[src/rtl/bus_xfer_ctrl.sv]
// rtl/bus_xfer_ctrl.sv - register-file bus transfer sequencer (MOV/LDI/RD/NOP)
// Optional transfer counter output xfer_count enabled by macro BUS_XFER_COUNT_EN.
module bus_xfer_ctrl (
   input  logic        clock,
   input  logic        reset,
   input  logic        cmd_valid,
   output logic        cmd_ready,
   input  logic [1:0]  cmd_op,
   input  logic [1:0]  cmd_src,
   input  logic [1:0]  cmd_dst,
   input  logic [7:0]  cmd_imm,
   output logic        load,
   output logic        enable,
   output logic [1:0]  in_regselect,
   output logic [1:0]  out_regselect,
   input  logic [7:0]  bus_in,
   output logic [7:0]  bus_out,
   output logic        bus_drive,
   output logic        rsp_valid,
   input  logic        rsp_ready,
   output logic [7:0]  rsp_data,
`ifdef BUS_XFER_COUNT_EN
   output logic [15:0] xfer_count,
`endif
   output logic        busy
);
   typedef enum logic [1:0] {S_IDLE = 2'd0, S_XFER = 2'd1, S_RESP = 2'd2} state_t;

   localparam logic [1:0] OP_MOV = 2'b00;
   localparam logic [1:0] OP_LDI = 2'b01;
   localparam logic [1:0] OP_RD  = 2'b10;
   localparam logic [1:0] OP_NOP = 2'b11;

   state_t      state_q, state_d;
   logic [1:0]  op_q, op_d;
   logic [1:0]  src_q, src_d;
   logic [1:0]  dst_q, dst_d;
   logic [7:0]  imm_q, imm_d;
   logic [7:0]  rsp_data_q, rsp_data_d;
   logic        cmd_hs;

   assign cmd_hs = cmd_valid && (state_q == S_IDLE);

   always_ff @(posedge clock) begin
      if (reset) begin
         state_q    <= S_IDLE;
         op_q       <= 2'b00;
         src_q      <= 2'b00;
         dst_q      <= 2'b00;
         imm_q      <= 8'h00;
         rsp_data_q <= 8'h00;
      end else begin
         state_q    <= state_d;
         op_q       <= op_d;
         src_q      <= src_d;
         dst_q      <= dst_d;
         imm_q      <= imm_d;
         rsp_data_q <= rsp_data_d;
      end
   end

   always_comb begin
      state_d    = state_q;
      op_d       = op_q;
      src_d      = src_q;
      dst_d      = dst_q;
      imm_d      = imm_q;
      rsp_data_d = rsp_data_q;
      case (state_q)
         S_IDLE: begin
            if (cmd_hs) begin
               op_d  = cmd_op;
               src_d = cmd_src;
               dst_d = cmd_dst;
               imm_d = cmd_imm;
               if (cmd_op != OP_NOP) state_d = S_XFER;
            end
         end
         S_XFER: begin
            if (op_q == OP_RD) begin
               rsp_data_d = bus_in;
               state_d    = S_RESP;
            end else begin
               state_d = S_IDLE;
            end
         end
         S_RESP: begin
            if (rsp_ready) state_d = S_IDLE;
         end
         default: state_d = S_IDLE;
      endcase
   end

   // Every output is forced low while reset is high so an aborted XFER never issues a load.
   always_comb begin
      cmd_ready     = 1'b0;
      load          = 1'b0;
      enable        = 1'b0;
      bus_drive     = 1'b0;
      rsp_valid     = 1'b0;
      busy          = 1'b0;
      in_regselect  = 2'b00;
      out_regselect = 2'b00;
      bus_out       = 8'h00;
      rsp_data      = 8'h00;
      if (!reset) begin
         in_regselect  = dst_q;
         out_regselect = src_q;
         bus_out       = imm_q;
         rsp_data      = rsp_data_q;
         busy          = (state_q != S_IDLE);
         case (state_q)
            S_IDLE: cmd_ready = 1'b1;
            S_XFER: begin
               case (op_q)
                  OP_MOV: begin
                     enable = 1'b1;
                     load   = 1'b1;
                  end
                  OP_LDI: begin
                     bus_drive = 1'b1;
                     load      = 1'b1;
                  end
                  OP_RD:   enable = 1'b1;
                  default: ;
               endcase
            end
            S_RESP:  rsp_valid = 1'b1;
            default: ;
         endcase
      end
   end

`ifdef BUS_XFER_COUNT_EN
   logic [15:0] xfer_count_q, xfer_count_d;

   always_ff @(posedge clock) begin
      if (reset) xfer_count_q <= 16'h0000;
      else       xfer_count_q <= xfer_count_d;
   end

   always_comb begin
      xfer_count_d = xfer_count_q;
      if (state_q == S_XFER && xfer_count_q != 16'hFFFF)
         xfer_count_d = xfer_count_q + 16'h0001;
   end

   assign xfer_count = xfer_count_q;
`endif

endmodule
[config.mk]
export PLATFORM = sky130hd
export DESIGN_NAME = bus_xfer_ctrl
export DESIGN_NICKNAME = d
export VERILOG_FILES = /design/src/rtl/bus_xfer_ctrl.sv
export SDC_FILE = /design/constraint.sdc
export NUM_CORES = 1
export LEC_CHECK = 0
export ABC_AREA = 1
export BUFFER_PORTS_ARGS = -buffer_cell sky130_fd_sc_hd__buf_2
export CAP_MARGIN = 25
export CELL_PAD_IN_SITES_DETAIL_PLACEMENT = 0
export CELL_PAD_IN_SITES_GLOBAL_PLACEMENT = 1
export CORE_MARGIN = 10
export CORE_UTILIZATION = 33
export DETAILED_ROUTE_END_ITERATION = 8
export PLACE_DENSITY_LB_ADDON = 0.1
export REMOVE_ABC_BUFFERS = 1
export SETUP_SLACK_MARGIN = 0.15
export SYNTH_ARGS = -nofsm -noshare
export SYNTH_HDL_FRONTEND = slang
export SYNTH_SLANG_ARGS = --single-unit
[constraint.sdc]
create_clock -name clock -period 1.9 [get_ports clock]
set_input_delay 0.285 -clock clock [delete_from_list [all_inputs] [get_ports clock]]
set_output_delay 0.285 -clock clock [all_outputs]
set_load 0.02 [all_outputs]
; After elaboration in Yosys (flattened, before gate mapping)
; Index checks and enable logic that the tools add are counted.
[totals]
regBits = 24
input_bits = 26
word_cells = 46
out_inout_bits = 26
[op_classes]
reduce_logical = 9
eq_ne = 8
mux = 23
[ops]
columns = op, n
row1 = 8-bit 2-to-1 mux, 2
row2 = 1-bit 2-to-1 mux, 14
row3 = 2-bit 2-to-1 mux, 6
row4 = "2-bit inequality test, second input constant", 3
row5 = 2-bit one-hot mux with 3 select lines, 1
row6 = "2-bit by 1-bit equality test with 1-bit output, second input constant", 2
row7 = "2-bit equality test, second input constant", 2
row8 = 2-bit logical NOT, 2
row9 = 2-bit AND reduction, 2
row10 = 2-bit OR reduction, 2
row11 = 3-bit AND reduction, 1
row12 = "2-bit by 1-bit inequality test with 1-bit output, second input constant", 1
row13 = 2-bit nonzero test, 1
row14 = 1-bit logical AND, 1

; Depth between registers and ports, before layout
[logic_depth]
depth_word = 5
mapped_depth = 6
depth_no_buf = 5

; Worst setup path before layout
; No wires, ideal clock.
[synth_timing]
kind = input to output
start = in reset
end = out bus_drive
t_arrival_ps = 1147
path_buffers = 1
path_slack_ps = 468
path_stages = 2
t_required_ps = 1615
path_cell_list = buf_2 > nor4_1
[synth_via]
elab_chain_cells = 1
[synth_lines]
columns = element, line_no
row1 = start: declaration, 5  ; input logic reset,
row2 = 1-bit 2-to-1 mux, 106  ; if (!reset) begin
row3 = end: declaration, 18  ; output logic bus_drive,
; No other way between the ends.

; Worst setup path after layout
[layout_timing]
start = reg state_q[1]
end = out busy
[layout_via]
elab_chain_cells = 2
[layout_lines]
columns = element, line_no
row1 = start: declaration, 34  ; state_t state_q, state_d;
row2 = start signal: assignment, 53  ; state_q <= state_d;
row3 = 2-bit nonzero test, 111  ; busy = (state_q != S_IDLE);
row4 = 1-bit 2-to-1 mux, 106
row5 = end: declaration, 25  ; output logic busy
; No other way between the ends.

==> impl_results.md <==
- Core Area: roughly 0.0036 sq mm
- Reg-to-Reg End: rsp_data_q[4]$_SDFFE_PP0P_
- Post-CTS sizing: 0
- Part of the Yosys area used for sequential elements: about two fifths
- Worst-margin pin slew: between 0.5 and 0.6 ns
- Hold depth: 2
- Storage cell area: between 400 and 500 sq um
- Die height: 80.8 um
- Number of global-route vias before repair: 1208
- Final setup fails: 0
- Clock Latency Late Sink: roughly 0.26 ns
- Initial antenna violation count: 0
- Syn Inst Count: ~200
- Pin count of the biggest net entering global routing: 24
- Buf+Inv Stages, Crit Path: 1
- Detail Route Antenna Nets: 0
- 1st-iter DRT viols: 44
- DP Area: 0.00152 sq mm
- CP required: 1.62 ns
- Max Fclk: roughly 0.67 GHz
- Die Area: around 0.0065 sq mm
- Worst-case clock skew: around 0.0032 ns
- PD cells: between 700 and 800 mW/mm^2
- Post-CTS setup repair buffer count: 0
- Synthesized area per cell: ~6.2 sq um
- Minimum hold slack: between 0.2 and 0.25 ns
- RSZ-0062 raised after global routing: false
- Finished Cell Area: 0.00157 sq mm
- Slew HR: 63.0%
- Share of layout cells above drive strength 1: 25.2%
- Cell mode on critical path: nor2_1
- R2R depth: 5
- Post-Route Setup TNS: 0 ns
- Crit Reg-Reg Startpoint: op_q[1]$_SDFFE_PP0P_
- Crit path cell chain: nor2_1 -> nor2_1 -> buf_2
- Num CTS Buffers: 3
- Syn-to-layout area delta: 28.6%
- Cell Count, Final, Fillers Out: approximately 300
- Hold path startpoint: rsp_ready
- Cell area after synthesis: 0.00122 sq mm
- Placed cell count: just under 300
- Clk sinks: 24
- Global route overflow: 0
- Status: complete, no violations
- Worst hold path class: input port to flop
- Critical Path Fanout Max: 7
- Final Hold Vio Count: 0
- Inserted Diodes: 0
- Detail Placement HPWL: 2440 um
- Standard-cell rows: 22
- Clk buf depth: 2
- Global-route wire length before repair: between 5000 and 6000 um
- VDD IR max: between 0.0002 and 0.00025 V
- Yosys cell types: 17
- Worst Path Arrival: 1.20 ns
- Worst path max stage delay: ~0.34 ns
- Slew Viols, Final: 0
- Area of the multi-input gates: approximately 550 sq um
- Final worst path period need: 1.48 ns
- Maxcap violations: 0
- Stages on worst setup path: 3
- CTS Hold Bufs: 0
- FF+latch count, synth: 24
- CTS tree: done
- GP Congestion: about 0.72
- # DRC: 0
- Avg Vias per Cell: just over 4
- Top delay family on crit path: simple AND/OR/NAND/NOR gates
- Crit path max-delay cell type: dfxtp_1
- Vias: ~1200
- Final WL: between 3000 and 4000 um
- IO Pins: 52
- Clock transition at path regs: approximately 0.080 ns
- # port buffers: 51
- PnR Total Power: approximately 1100 uW
- CTS H-tree depth: 1
- Root Buffer: clkbuf_8
- Yosys Warn Count: 0
- Post-DR wirelength/cell: about 11 um
- Startpoint types: flop
- DRT Pass-1 Iters: 3
- CP Class: flop to primary output
- Hold EP: state_q[1]$_SDFFE_PP0P_
- Static Leakage: about 0.00085 uW
- All-Layer GR Usage: around a tenth
- Fillers: ~430
- Final period util: 78.1%
- Starting Density: roughly a third
- CP Capture Type: primary output
- Internal reg-to-reg setup slack: about 0.64 ns
- Layout Nets: roughly 270
- Chip Width: 80.8 um
-- metal layers --
metal,global-route usage [%],up-vias,share of wire [%]
met1,11.6,517,46
met3,2.98,5,6.3
met5,0,-,0
li1,-,673,-
met4,3.63,0,1.2
met2,17.0,28,46
-- sequential cells by signal (all words and copies together) (netlist names) --
register	count
rsp_data_q	8
state_q	2
op_q	2
src_q	2
dst_q	2
imm_q	8
-- through the flow --
stage / util [%] / setup WS [ns]
floorplan: - / 0.515
global placement: 42.0 / 0.592
detailed placement: 42.0 / 0.589
CTS: 43.5 / 0.381
global route: 43.5 / 0.291
finish: 43.5 / 0.416
-- worst max path at each step --
stage / slack, ns / to / startpoint
6_report: 0.42 / busy / state_q[1]$_SDFFE_PP0P_
5_1_grt: 0.29 / busy / state_q[1]$_SDFFE_PP0P_
4_1_cts: 0.38 / busy / state_q[1]$_SDFFE_PP0P_
3_5_place_dp: 0.59 / busy / reset
3_3_place_gp: 0.59 / busy / reset
2_1_floorplan: 0.52 / bus_drive / state_q[1]$_SDFFE_PP0P_
-- report_power, final --
group | total [uW] | switching [uW] | leakage [uW] | internal (uW)
clock network | 342 | 157 | 0.0000288 | 185
registers | 550 | 16.8 | 0.000197 | 534
logic | 210 | 128 | 0.000625 | 81.3
total | 1100 | 302 | 0.000851 | 800
-- worst register-to-register path, delay by kind of cell (launching register included) --
| kind | cells | cell delay [ns] |
|---|---|---|
| simple gates | 4 | 0.70 |
| flops | 1 | 0.41 |
| buf+inv | 1 | 0.06 |
-- layout by cell type (no fill, tap or decap) --
cell	count
inv_2	1
inv_1	36
nor2_4	1
clkbuf_8	4
dfxtp_1	24
nor2_2	1
o21ai_0	2
nor4_1	1
nand3b_1	12
nor3_1	3
nand3_1	11
nor2_1	69
buf_4	4
nand2_1	26
buf_2	51
-- synth_stat cells (all sizes together) --
cell type  count  area, sq um
o21ai          2         10.0
nor3           3         15.0
inv           37          139
nand3b        12         90.1
dfxtp         24          480
nand2         26         97.6
nand3         11         55.1
nor4           1         6.26
clkbuf         1         5.00
buf            8         46.3
nor2          71          277
-- cell families after synthesis --
family / after synthesis / synth area share, %
AOI/OAI and AO/OA: 2 / 0.820
and+or+nand+nor: 124 / 44.3
DFF: 24 / 39.3
buffers and inverters: 46 / 15.6
-- layout make-up --
type	count	area share [%]
Clock buffer	4	3.51
Inverter	37	8.84
Multi-Input combinational cell	126	35.1
Sequential cell	24	30.6
Tap cell	48	3.82
Timing Repair Buffer	55	18.2
No activity file was read; power rests on OpenSTA's default activity.
